<file path="config.mk">
export PLATFORM = sky130hd
export DESIGN_NAME = axi_aw_buffer
export DESIGN_NICKNAME = d
export VERILOG_FILES = /design/src/rtl/axi_aw_buffer.sv
export SDC_FILE = /design/constraint.sdc
export NUM_CORES = 1
export LEC_CHECK = 0
export BUFFER_PORTS_ARGS = -buffer_cell sky130_fd_sc_hd__buf_2
export CAP_MARGIN = 10
export CORE_ASPECT_RATIO = 2
export CORE_MARGIN = 3
export CORE_UTILIZATION = 53
export CTS_CLUSTER_SIZE = 16
export DETAILED_ROUTE_END_ITERATION = 12
export PLACE_DENSITY = 0.81
export SETUP_SLACK_MARGIN = 0.15
export SYNTH_ARGS = -nofsm -noshare
export SYNTH_HDL_FRONTEND = slang
export SYNTH_SLANG_ARGS = --single-unit
</file>
<file path="constraint.sdc">
create_clock -name aclk -period 2.2 [get_ports aclk]
set_input_delay 0.44 -clock aclk [delete_from_list [all_inputs] [get_ports aclk]]
set_output_delay 0.44 -clock aclk [all_outputs]
set_load 0.05 [all_outputs]
</file>
<file path="src/rtl/axi_aw_buffer.sv">
// AXI write-address skid FIFO with burst legality checking.
// Flags 4KB crossings and malformed bursts; optionally drops illegal bursts.
module axi_aw_buffer #(
    parameter int ADDR_WIDTH   = 32,
    parameter int ID_WIDTH     = 4,
    parameter int DATA_WIDTH   = 64,
    parameter int DEPTH        = 4,
    parameter bit DROP_ILLEGAL = 1'b0
) (
    input  logic                        aclk,
    input  logic                        aresetn,
    input  logic [ID_WIDTH-1:0]         s_awid,
    input  logic [ADDR_WIDTH-1:0]       s_awaddr,
    input  logic [7:0]                  s_awlen,
    input  logic [2:0]                  s_awsize,
    input  logic [1:0]                  s_awburst,
    input  logic                        s_awlock,
    input  logic [3:0]                  s_awcache,
    input  logic [2:0]                  s_awprot,
    input  logic [3:0]                  s_awqos,
    input  logic                        s_awvalid,
    output logic                        s_awready,
    output logic [ID_WIDTH-1:0]         m_awid,
    output logic [ADDR_WIDTH-1:0]       m_awaddr,
    output logic [7:0]                  m_awlen,
    output logic [2:0]                  m_awsize,
    output logic [1:0]                  m_awburst,
    output logic                        m_awlock,
    output logic [3:0]                  m_awcache,
    output logic [2:0]                  m_awprot,
    output logic [3:0]                  m_awqos,
    output logic                        m_awvalid,
    input  logic                        m_awready,
    output logic [$clog2(DEPTH):0]      level,
    output logic                        err_4k,
    output logic                        err_burst,
    output logic [7:0]                  err_count
);

    localparam int PTR_W    = $clog2(DEPTH);
    localparam int LVL_W    = PTR_W + 1;
    localparam int PW       = ID_WIDTH + ADDR_WIDTH + 25;
    localparam int MAX_SIZE = $clog2(DATA_WIDTH / 8);

    localparam logic [1:0] BURST_INCR = 2'b01;
    localparam logic [1:0] BURST_WRAP = 2'b10;
    localparam logic [1:0] BURST_RSVD = 2'b11;

    logic [PW-1:0]    mem [DEPTH];
    logic [PTR_W-1:0] wptr;
    logic [PTR_W-1:0] rptr;
    logic [LVL_W-1:0] level_q;
    logic [LVL_W-1:0] level_nxt;

    logic             accept;
    logic             push;
    logic             pop;
    logic             is_4k;
    logic             is_burst;
    logic             illegal;
    logic             wrap_len_ok;
    logic             misaligned;
    logic             oversize;
    logic [16:0]      burst_bytes;
    logic [16:0]      end_off;
    logic [6:0]       align_mask;
    logic [PW-1:0]    s_payload;

    // Handshake: a beat moves on a rising edge where valid && ready; valid never
    // waits on ready, ready is registered, and payload is held while valid && !ready.
    assign accept = s_awvalid && s_awready;
    assign pop    = (level_q != '0) && m_awready;
    assign push   = accept && !(DROP_ILLEGAL && illegal);

    assign s_payload = {s_awid, s_awaddr, s_awlen, s_awsize, s_awburst,
                        s_awlock, s_awcache, s_awprot, s_awqos};

    always_comb begin
        burst_bytes = (17'(s_awlen) + 17'd1) << s_awsize;
        end_off     = 17'(s_awaddr[11:0]) + burst_bytes;
        is_4k       = (s_awburst == BURST_INCR) && (end_off > 17'd4096);

        align_mask  = 7'((8'd1 << s_awsize) - 8'd1);
        misaligned  = |(s_awaddr[6:0] & align_mask);
        wrap_len_ok = (s_awlen == 8'd1) || (s_awlen == 8'd3) ||
                      (s_awlen == 8'd7) || (s_awlen == 8'd15);
        oversize    = (s_awsize > 3'(MAX_SIZE));

        is_burst    = (s_awburst == BURST_RSVD) ||
                      ((s_awburst == BURST_WRAP) && (!wrap_len_ok || misaligned)) ||
                      oversize;
        illegal     = is_4k || is_burst;
    end

    always_comb begin
        level_nxt = level_q;
        case ({push, pop})
            2'b10:   level_nxt = level_q + 1'b1;
            2'b01:   level_nxt = level_q - 1'b1;
            default: level_nxt = level_q;
        endcase
    end

    // Storage is cleared on reset so the head payload reads as zero.
    always_ff @(posedge aclk or negedge aresetn) begin
        if (!aresetn) begin
            for (int i = 0; i < DEPTH; i++) begin
                mem[i] <= '0;
            end
            wptr      <= '0;
            rptr      <= '0;
            level_q   <= '0;
            s_awready <= 1'b0;
            err_4k    <= 1'b0;
            err_burst <= 1'b0;
            err_count <= 8'd0;
        end else begin
            if (push) begin
                mem[wptr] <= s_payload;
                wptr      <= wptr + 1'b1;
            end
            if (pop) begin
                rptr <= rptr + 1'b1;
            end
            level_q   <= level_nxt;
            s_awready <= (level_nxt < LVL_W'(DEPTH));
            err_4k    <= accept && is_4k;
            err_burst <= accept && is_burst;
            if (accept && illegal && (err_count != 8'hFF)) begin
                err_count <= err_count + 8'd1;
            end
        end
    end

    assign {m_awid, m_awaddr, m_awlen, m_awsize, m_awburst,
            m_awlock, m_awcache, m_awprot, m_awqos} = mem[rptr];
    assign m_awvalid = (level_q != '0);
    assign level     = level_q;

endmodule

</file>
==> results of run 1 <==
[power breakdown]
part | internal [mW] | switching [mW] | total (mW)
registers | 7.23 | 1.20 | 8.42
clock network | 2.34 | 1.75 | 4.09
logic | 7.68 | 8.54 | 16.2
[per-layer routing]
metal | routed length (microns) | up-vias | track usage
li1 | - | 3854 | -
met1 | 10900 | 4461 | 0.258
met2 | 18100 | 184 | 0.461
met3 | 1020 | 68 | 0.0320
met4 | 1250 | 0 | 0.107
met5 | 0 | - | 0
[worst paths after layout]
kind,slack [ns],end,depth (start not counted),startpoint
setup reg to reg,0.09,s_awready,8,level[2]
hold / removal,0.18,mem[240],2,s_awid[0]
hold reg to reg,0.48,mem[201],2,mem[201]
min in group asynchronous,0.43,mem[227],2,aresetn
max in group asynchronous,1.05,mem[198],3,aresetn
setup / recovery,-1.38,err_count[1],17,s_awlen[1]
[what timing repair did]
item | 4_1_cts | 5_1_grt
cloned | 5 | 0
setup buffers | 18 | 5
hold buffers | 1 | 0
resized for setup | 171 | 40
hold endpoints to repair | 43 | 0
pin swaps | 22 | 15
endpoints found under the setup margin | 73 | 73
[cell type report]
| cell class | count | area share |
|---|---|---|
| clock inverter | 10 | 0.00624 |
| antenna | 1 | 0.000150 |
| multi-input combinational | 560 | 0.366 |
| inverter | 14 | 0.00316 |
| tap | 283 | 0.0213 |
| clock buffer | 31 | 0.0396 |
| sequential | 262 | 0.395 |
| timing repair buffer | 293 | 0.169 |
[critical path, stage by stage]
cell                        delay [ns]
sky130_fd_sc_hd__buf_8            0.10
sky130_fd_sc_hd__ha_4             0.15
sky130_fd_sc_hd__and2_4           0.14
sky130_fd_sc_hd__nand2_2          0.05
sky130_fd_sc_hd__xor2_1           0.14
sky130_fd_sc_hd__o21ai_1          0.09
sky130_fd_sc_hd__mux2i_1          0.23
sky130_fd_sc_hd__o32ai_2          0.14
sky130_fd_sc_hd__ha_1             0.33
sky130_fd_sc_hd__a21o_1           0.21
sky130_fd_sc_hd__a2111o_1         0.36
sky130_fd_sc_hd__a2111o_1         0.42
sky130_fd_sc_hd__a2111oi_4        0.23
sky130_fd_sc_hd__o211ai_2         0.18
sky130_fd_sc_hd__o311ai_4         0.30
sky130_fd_sc_hd__a32oi_4          0.13
sky130_fd_sc_hd__mux2_4           0.32
[placed cells by master (no fill, tap or decap), drive strengths merged, types with 3 or more instances in the layout]
master / count
dfrtp: 262
a21o: 5
nand2b: 3
nand4: 9
and2: 6
or3: 3
mux2i: 7
clkbuf: 31
a21oi: 20
nor2: 19
clkinv: 8
mux2: 227
a221o: 3
buf: 292
nand2: 49
inv: 14
o211ai: 3
xnor2: 15
nor2b: 5
ha: 22
nor3: 5
o21ai: 36
xor2: 6
mux4: 61
and3: 7
a211oi: 4
nand3: 5
o21a: 3
[flip-flops by register name, summed over array words and instances (netlist names)]
name,cells
rptr,2
mem,244
wptr,2
err_count,8
err_4k,1
err_burst,1
level,3
s_awready,1
[stage by stage]
step / utilization / hold slack (ns)
2_1_floorplan: - / 0.144
3_3_place_gp: 0.633 / 0.368
3_5_place_dp: 0.633 / 0.373
4_1_cts: 0.705 / 0.166
5_1_grt: 0.713 / 0.180
6_report: 0.713 / 0.182
[cells by family after synthesis]
| family | synth area share |
|---|---|
| AO/OA/AOI/OAI | 0.0577 |
| buffers and inverters | 0.0215 |
| XOR/XNOR | 0.0146 |
| multiplexers | 0.317 |
| flip-flops | 0.520 |
| AND/OR/NAND/NOR | 0.0443 |
| adder cells (fa/ha/maj) | 0.0250 |
==> out/metrics.csv, run 1 <==
stage,metric,value,unit
run_status,run_status,"finished, violations left",
run_status,failed_checks,setup timing,
global_route,via_count_of_the_first_global_routing_pass,9337,
cts,ctsLongestPathBuffers,3,
timing,fin_skew,0.0180,ns
yosys,synth-seq-area-share,0.520,
global_route,grt.total_usage,0.242,
yosys,synth-warning-count,0,
floorplan,io_pins,141,
yosys,cell_types_with_the_largest_area_share_after_synthesis,"sky130_fd_sc_hd__dfrtp_1, sky130_fd_sc_hd__mux2_2, sky130_fd_sc_hd__mux4_2",
drt,detail_route.first_pass.iterations,4,
layout,finalNetCount,1244,
yosys,synthDominantAreaCellType,sky130_fd_sc_hd__dfrtp_1,
global_route,grt_first_pass_wirelength,48.9,mm
critical_path,cp.arrival,3.98,ns
layout,regArea,0.00657,sq mm
layout,multi_input_comb_area,0.00609,sq mm
layout,fill_cells,1521,
place,dpl-instance-area,0.0148,sq mm
yosys,netlist.area_leader.share,0.520,
timing,setup_viol,70,
layout,finalNonFillerCells,1454,
pwr,powerDensity,1730,mW/mm^2
timing,period_minus_slack,3.58,ns
pwr,ir_drop,1410,uV
global_route,pin_count_of_the_biggest_net_entering_global_routing,74,
floorplan,dieWidth,115,microns
timing,finalCritPeriodShare,1.63,
job,timing.max_cap.violations,0,
yosys,synthesis.area,0.0126,sq mm
cts,cts_inserted_buffers,24,
critical_path,start_kind,input port,
layout,design_area,0.0166,sq mm
layout,drive_gt1_frac,0.576,
drt,avgViaCountPerCell,5.89,
critical_path,worstPathRequired,2.60,ns
critical_path,critical_path.endpoint_type,flop,
drt,drc,0,
timing,achievable-frequency,280,MHz
floorplan,standard_cell_row_count,79,
pwr,design_power_total,28.7,mW
global_route,number_of_antenna_violations_at_the_first_check_in_global_routing,1,
place,post-place-ws,-2.00,ns
yosys,ys_top_cells_by_count,"sky130_fd_sc_hd__dfrtp_1, sky130_fd_sc_hd__mux2_2, sky130_fd_sc_hd__mux4_2, sky130_fd_sc_hd__clkbuf_1, sky130_fd_sc_hd__nand2_1",
yosys,synth-async-reset-ratio,1.00,
layout,area.growth.synth_to_final,31.8,%
yosys,netlist_instances,894,
timing,timing.final.hold_violations,0,
cts,tritoncts_num_sinks,262,
worst_hold_path,worst_hold_path_type,input port to flop,
critical_path,path_class,input port to flop,
place,gp_congestion,0.927,
cts,worst_setup_hold_path_clk_slew,0.06,ns
timing,slew-limit-headroom,0.729,
cts,clk-insertion-delay-late,0.52,ns
place,place_hpwl,20.8,mm
timing,report.final.slew_viol_count,0,
timing,actual_slew_at_the_worst_max_slew_pin,0.396,ns
drt,antenna_violating_nets_remaining,0,
timing,rsz0062_at_grt,yes,
yosys,ys.flop_type,sky130_fd_sc_hd__dfrtp_1,
critical_path,crit_fanout,7,
yosys,yosysUniqueCellTypes,58,
pwr,power.static_leakage,7.52,nW
floorplan,initial_utilization,0.541,
floorplan,coreArea,0.0233,sq mm
drt,drt_first_iter_violations,447,
floorplan,die_h,224,microns
floorplan,dieArea,0.0258,sq mm
global_route,gr-total-overflow,0,
place,dp_cells,1383,
timing,setup_total_negative_slack,-28.54,ns
drt,routed_wire_length_per_instance,21.5,microns
yosys,avgSynthCellArea,14.1,sq um
yosys,synth.net_count,983,
yosys,synthMostInstantiatedCell,sky130_fd_sc_hd__dfrtp_1,
drt,detailroute.via_count,8567,
timing,layout_setup_ws,-1.38,ns
drt,routed_wl,31.2,mm
place,buffer_ports.inserted,140,
cts,htreeDepth,1,
cts,root_buffer,sky130_fd_sc_hd__clkbuf_16,
yosys,synth_edf_count,0,
yosys,flip_flop_and_latch_count_after_synthesis,262,
cts,cts_tree,built,
(Power assumes the default switching activity.)
==> run 2, diff against run 1 <==
==> constraint.sdc (replaced) <==
create_clock -name aclk -period 2.95 [get_ports aclk]
set_input_delay 0.4425 -clock aclk [delete_from_list [all_inputs] [get_ports aclk]]
set_output_delay 0.4425 -clock aclk [all_outputs]
set_load 0.05 [all_outputs]
==> out/metrics.csv, run 2 (synthesized netlist as in run 1, its figures left out) <==
stage,metric,value,unit
layout,max_flop_register,mem,
cts,cts_inserted_buffers,24,
timing,period_minus_slack,3.55,ns
layout,design_area,0.0154,sq mm
global_route,gr-total-overflow,0,
pwr,power.static_leakage,7.03,nW
critical_path,critical_path.reg2reg.startpoint,level[2],
layout,most_frequent_cells_in_the_layout,"sky130_fd_sc_hd__dfrtp_1, sky130_fd_sc_hd__mux2_2, sky130_fd_sc_hd__buf_2",
worst_hold_path,min_delay_path_depth,2,
layout,area.growth.synth_to_final,21.7,%
drt,drc,0,
timing,rsz0062_at_grt,yes,
place,gp_congestion,0.881,
critical_path,crit_chain,"buf_8, ha_4, and2_4, nand2_2, xor2_1, o21ai_1, mux2i_1, o32ai_1, ha_1, a21o_1, a2111o_1, a2111o_1, a2111oi_4, o211ai_2, o311ai_4, a32oi_4, mux2_4",
drt,detail_route.first_pass.iterations,4,
critical_path,crit_fanout,7,
floorplan,dieArea,0.0258,sq mm
floorplan,initial_utilization,0.541,
critical_path,crit_top_cell,sky130_fd_sc_hd__a2111o_1,
timing,hold_ws,0.185,ns
critical_path,highest_delay_cell_along_the_critical_path,sky130_fd_sc_hd__a2111o_1,
timing,actual_slew_at_the_worst_max_slew_pin,0.678,ns
critical_path,worstPathBufferInverterCount,1,
critical_path,rrSetupSlack,0.65,ns
timing,slew-limit-headroom,0.548,
worst_hold_path,worst_hold_path_type,input port to flop,
cts,htreeDepth,1,
place,dpl-instance-area,0.0145,sq mm
cts,root_buffer,sky130_fd_sc_hd__clkbuf_16,
place,buffer_ports.inserted,140,
cts,worst_setup_hold_path_clk_slew,0.06,ns
drt,drt_first_iter_violations,361,
floorplan,coreArea,0.0233,sq mm
run_status,failed_checks,setup timing,
timing,report.final.slew_viol_count,0,
pwr,powerDensity,1240,mW/mm^2
timing,setup_viol,9,
drt,routed_wl,29.7,mm
place,place_hpwl,20.9,mm
layout,finalNetCount,1207,
floorplan,standard_cell_row_count,79,
cts,clk-insertion-delay-late,0.53,ns
cts,cts_tree,built,
drt,detailroute.via_count,8412,
layout,largest_register_ffs,244,
pwr,ir_drop,1010,uV
timing,finalCritPeriodShare,1.20,
layout,finalNonFillerCells,1421,
critical_path,reg2regPathDepth,8,
layout,mostFrequentLayoutCell,sky130_fd_sc_hd__dfrtp_1,
floorplan,io_pins,141,
critical_path,cp.arrival,3.96,ns
layout,drive_gt1_frac,0.537,
global_route,via_count_of_the_first_global_routing_pass,9302,
layout,layout.core_utilization,0.658,
place,dp_cells,1367,
cts,tritoncts_num_sinks,262,
global_route,pin_count_of_the_biggest_net_entering_global_routing,88,
global_route,grt.total_usage,0.238,
job,timing.max_cap.violations,0,
critical_path,worstPathRequired,3.36,ns
floorplan,die_h,224,microns
worst_hold_path,hold_start,s_awaddr[16],
global_route,grt_first_pass_wirelength,48.4,mm
place,post-place-ws,-1.21,ns
timing,setup_total_negative_slack,-4.33,ns
timing,timing.final.hold_violations,0,
drt,antenna_violating_nets_remaining,0,
drt,avgViaCountPerCell,5.92,
critical_path,critical_path.endpoint_type,flop,
timing,fin_skew,0.00768,ns
global_route,number_of_antenna_violations_at_the_first_check_in_global_routing,1,
drt,routed_wire_length_per_instance,20.9,microns
critical_path,path_class,input port to flop,
timing,layout_setup_ws,-0.604,ns
critical_path,timing.critical_path.slowest_cell_delay,0.40,ns
critical_path,timing.critical_path.max_delay_family,compound AO/OA/AOI/OAI gates,
floorplan,dieWidth,115,microns
critical_path,start_kind,input port,
critical_path,r2r_end,s_awready,
pwr,design_power_total,19.1,mW
run_status,run_status,"finished, violations left",
worst_hold_path,hold_path_sink,mem[224],
timing,achievable-frequency,281,MHz
cts,ctsLongestPathBuffers,3,
-- run 2: report_power, final --
group,internal (mW),switching (mW),total [mW]
sequential,5.39,1.02,6.40
combinational,3.96,5.75,9.71
clock,1.68,1.33,3.01
-- run 2: per-layer routing --
metal,global-route usage,routed length [microns],vias to the layer above
met5,0,0,-
met4,0.108,1240,0
met3,0.0310,1080,75
met2,0.440,16700,201
met1,0.267,10700,4363
li1,-,-,3773
-- run 2: cell type report --
class / instances / area [sq um]
clock buffers: 34 / 668
inverters: 14 / 52.6
diodes: 3 / 7.51
flip-flops and latches: 262 / 6560
repair buffers: 256 / 1710
fillers: 1696 / 7970
multi-input cells: 560 / 5910
clock inverters: 9 / 88.8
well taps: 283 / 354
-- run 2: worst max path at each step --
stage               depth (start not counted)       start            to  slack [ns]
floorplan                                  16  s_awlen[0]  err_count[1]       -0.90
global placement                           17  s_awlen[0]  err_count[1]       -1.13
detailed placement                         17  s_awlen[1]  err_count[1]       -1.21
CTS                                        17  s_awlen[0]  err_count[1]       -0.55
global route                               17  s_awlen[0]  err_count[1]       -0.82
finish                                     17  s_awlen[0]  err_count[1]       -0.60
-- run 2: repair_timing --
| item | CTS | global route |
|---|---|---|
| hold buffers | 1 | 0 |
| setup endpoints to repair | 23 | 9 |
| setup buffers | 6 | 1 |
| pin swaps | 14 | 8 |
| endpoints found under the hold margin | 81 | 0 |
| resized for setup | 14 | 4 |
==> run 3, diff against run 2 <==
--- a/config.mk
+++ b/config.mk
@@ -7,9 +7,11 @@
 export LEC_CHECK = 0
 export BUFFER_PORTS_ARGS = -buffer_cell sky130_fd_sc_hd__buf_2
 export CAP_MARGIN = 10
+export CELL_PAD_IN_SITES_DETAIL_PLACEMENT = 1
+export CELL_PAD_IN_SITES_GLOBAL_PLACEMENT = 1
 export CORE_ASPECT_RATIO = 2
 export CORE_MARGIN = 3
-export CORE_UTILIZATION = 53
+export CORE_UTILIZATION = 44
 export CTS_CLUSTER_SIZE = 16
 export DETAILED_ROUTE_END_ITERATION = 12
 export PLACE_DENSITY = 0.81
==> out/metrics.csv, run 3 (synthesized netlist as in run 1, its figures left out) <==
stage,metric,value,unit
pwr,design_power_total,20.2,mW
cts,ctsLongestPathBuffers,3,
layout,mostFrequentLayoutCell,sky130_fd_sc_hd__dfrtp_1,
drt,detailroute.via_count,8603,
run_status,run_status,"finished, violations left",
timing,timing.final.hold_violations,0,
worst_hold_path,hold_start,s_awid[2],
drt,drc,0,
critical_path,reg2regPathDepth,8,
layout,regArea,0.00656,sq mm
critical_path,critical_path.reg2reg.startpoint,level[1],
critical_path,r2r_end,s_awready,
critical_path,rrSetupSlack,0.64,ns
timing,achievable-frequency,278,MHz
drt,routed_wl,34.9,mm
global_route,number_of_antenna_violations_at_the_first_check_in_global_routing,1,
worst_hold_path,min_delay_path_depth,2,
cts,cts_tree,built,
pwr,powerDensity,1270,mW/mm^2
drt,antenna_violating_nets_remaining,0,
critical_path,crit_fanout,7,
critical_path,worstPathBufferInverterCount,1,
timing,report.final.slew_viol_count,0,
floorplan,dieArea,0.0309,sq mm
cts,cts_inserted_buffers,26,
critical_path,path_class,input port to flop,
pwr,ir_drop,884,uV
worst_hold_path,hold_path_sink,mem[59],
global_route,grt_first_pass_wirelength,54.8,mm
place,buffer_ports.inserted,140,
cts,tritoncts_num_sinks,262,
timing,fin_skew,0.0269,ns
floorplan,standard_cell_row_count,87,
layout,multi_input_comb_area,0.00596,sq mm
critical_path,crit_chain,"buf_6, ha_4, and2_4, nand2_2, xor2_1, o21ai_1, mux2i_1, o32ai_1, ha_1, a21o_1, a2111o_1, a2111o_1, a2111oi_4, o211ai_2, o311ai_4, a32oi_4, mux2_4",
drt,routed_wire_length_per_instance,23.0,microns
global_route,gr-total-overflow,0,
global_route,via_count_of_the_first_global_routing_pass,9957,
global_route,pin_count_of_the_biggest_net_entering_global_routing,93,
place,place_hpwl,24.1,mm
timing,setup_viol,9,
cts,clk-insertion-delay-late,0.57,ns
critical_path,crit_top_cell,sky130_fd_sc_hd__a2111o_1,
critical_path,timing.critical_path.slowest_cell_delay,0.40,ns
layout,finalNonFillerCells,1518,
critical_path,worstPathRequired,3.38,ns
critical_path,critical_path.endpoint_type,flop,
floorplan,dieWidth,126,microns
worst_hold_path,worst_hold_path_type,input port to flop,
layout,most_frequent_cells_in_the_layout,"sky130_fd_sc_hd__dfrtp_1, sky130_fd_sc_hd__mux2_2, sky130_fd_sc_hd__buf_2",
timing,layout_setup_ws,-0.651,ns
layout,fill_cells,2768,
layout,largest_register_ffs,244,
job,timing.max_cap.violations,0,
cts,htreeDepth,1,
critical_path,highest_delay_cell_along_the_critical_path,sky130_fd_sc_hd__a2111o_1,
timing,slew-limit-headroom,0.504,
run_status,failed_checks,setup timing,
drt,avgViaCountPerCell,5.67,
timing,actual_slew_at_the_worst_max_slew_pin,0.744,ns
layout,drive_gt1_frac,0.557,
drt,drt_first_iter_violations,313,
critical_path,timing.critical_path.max_delay_family,compound AO/OA/AOI/OAI gates,
timing,rsz0062_at_grt,yes,
place,gp_congestion,0.838,
timing,period_minus_slack,3.60,ns
place,dp_cells,1441,
layout,finalNetCount,1229,
critical_path,start_kind,input port,
floorplan,io_pins,141,
timing,finalCritPeriodShare,1.22,
layout,area.growth.synth_to_final,26.0,%
floorplan,initial_utilization,0.448,
floorplan,coreArea,0.0282,sq mm
cts,root_buffer,sky130_fd_sc_hd__clkbuf_16,
drt,detail_route.first_pass.iterations,4,
floorplan,die_h,245,microns
global_route,grt.total_usage,0.224,
cts,worst_setup_hold_path_clk_slew,0.07,ns
pwr,power.static_leakage,7.25,nW
critical_path,cp.arrival,4.03,ns
layout,max_flop_register,mem,
critical_path,critical_path_launch_point,s_awlen[1],
[run 3: per-stage QoR]
stage / cell area (sq um) / hold WS [ns] / setup WS (ns) / TNS [ns] / utilization
after floorplan: 12700 / 0.147 / -0.903 / -6.95 / -
after global placement: 14600 / 0.457 / -1.17 / -9.80 / 0.518
after detailed placement: 14600 / 0.474 / -1.28 / -10.60 / 0.518
after CTS: 15700 / 0.121 / -0.599 / -4.43 / 0.558
after global routing: 15900 / 0.131 / -0.774 / -6.39 / 0.564
final: 15900 / 0.146 / -0.651 / -5.14 / 0.564
[run 3: how the worst max path moves through the flow]
stage / endpoint / slack, ns / cells after the start
finish: err_count[1] / -0.65 / 17
global route: err_count[1] / -0.77 / 19
CTS: err_count[1] / -0.60 / 17
detailed placement: err_count[1] / -1.28 / 17
global placement: err_count[1] / -1.17 / 18
floorplan: err_count[1] / -0.90 / 16
[run 3: metal layers]
| layer | global-route usage | up-vias | wire length, microns |
|---|---|---|---|
| li1 | - | 3794 | - |
| met2 | 0.439 | 167 | 20000 |
| met4 | 0.0982 | 0 | 1490 |
| met5 | 0 | - | 0 |
| met3 | 0.0300 | 73 | 1150 |
| met1 | 0.234 | 4569 | 12400 |
[run 3: power breakdown]
group	internal (mW)	leakage, nW	switching (mW)
registers	5.39	3.16	1.12
logic	4.10	3.62	5.95
clock network	2.14	0.461	1.50
total	11.6	7.25	8.57
[run 3: area by class of cell]
cell class              instances  share of cell area
clock buffers                  34              0.0466
clock inverters                14              0.0134
diodes                          2            0.000315
inverters                      14             0.00330
repair buffers                276               0.121
multi-input cells             560               0.374
flip-flops and latches        262               0.413
well taps                     356              0.0280
[run 3: what timing repair did]
action	CTS	global route
pin swaps	14	15
setup buffers	11	15
hold buffers	1	0
hold endpoints to repair	86	0
endpoints found under the setup margin	52	17
gates resized for setup	16	13
[run 3: worst reg2reg max path: cells and delay by family (launching register included)]
| family | cells | cell delay [ns] |
|---|---|---|
| and+or+nand+nor | 3 | 0.72 |
| DFF | 1 | 0.43 |
| adders and majority gates | 2 | 0.63 |
| buffers and inverters | 1 | 0.06 |
| xor gates and xnor gates | 2 | 0.36 |
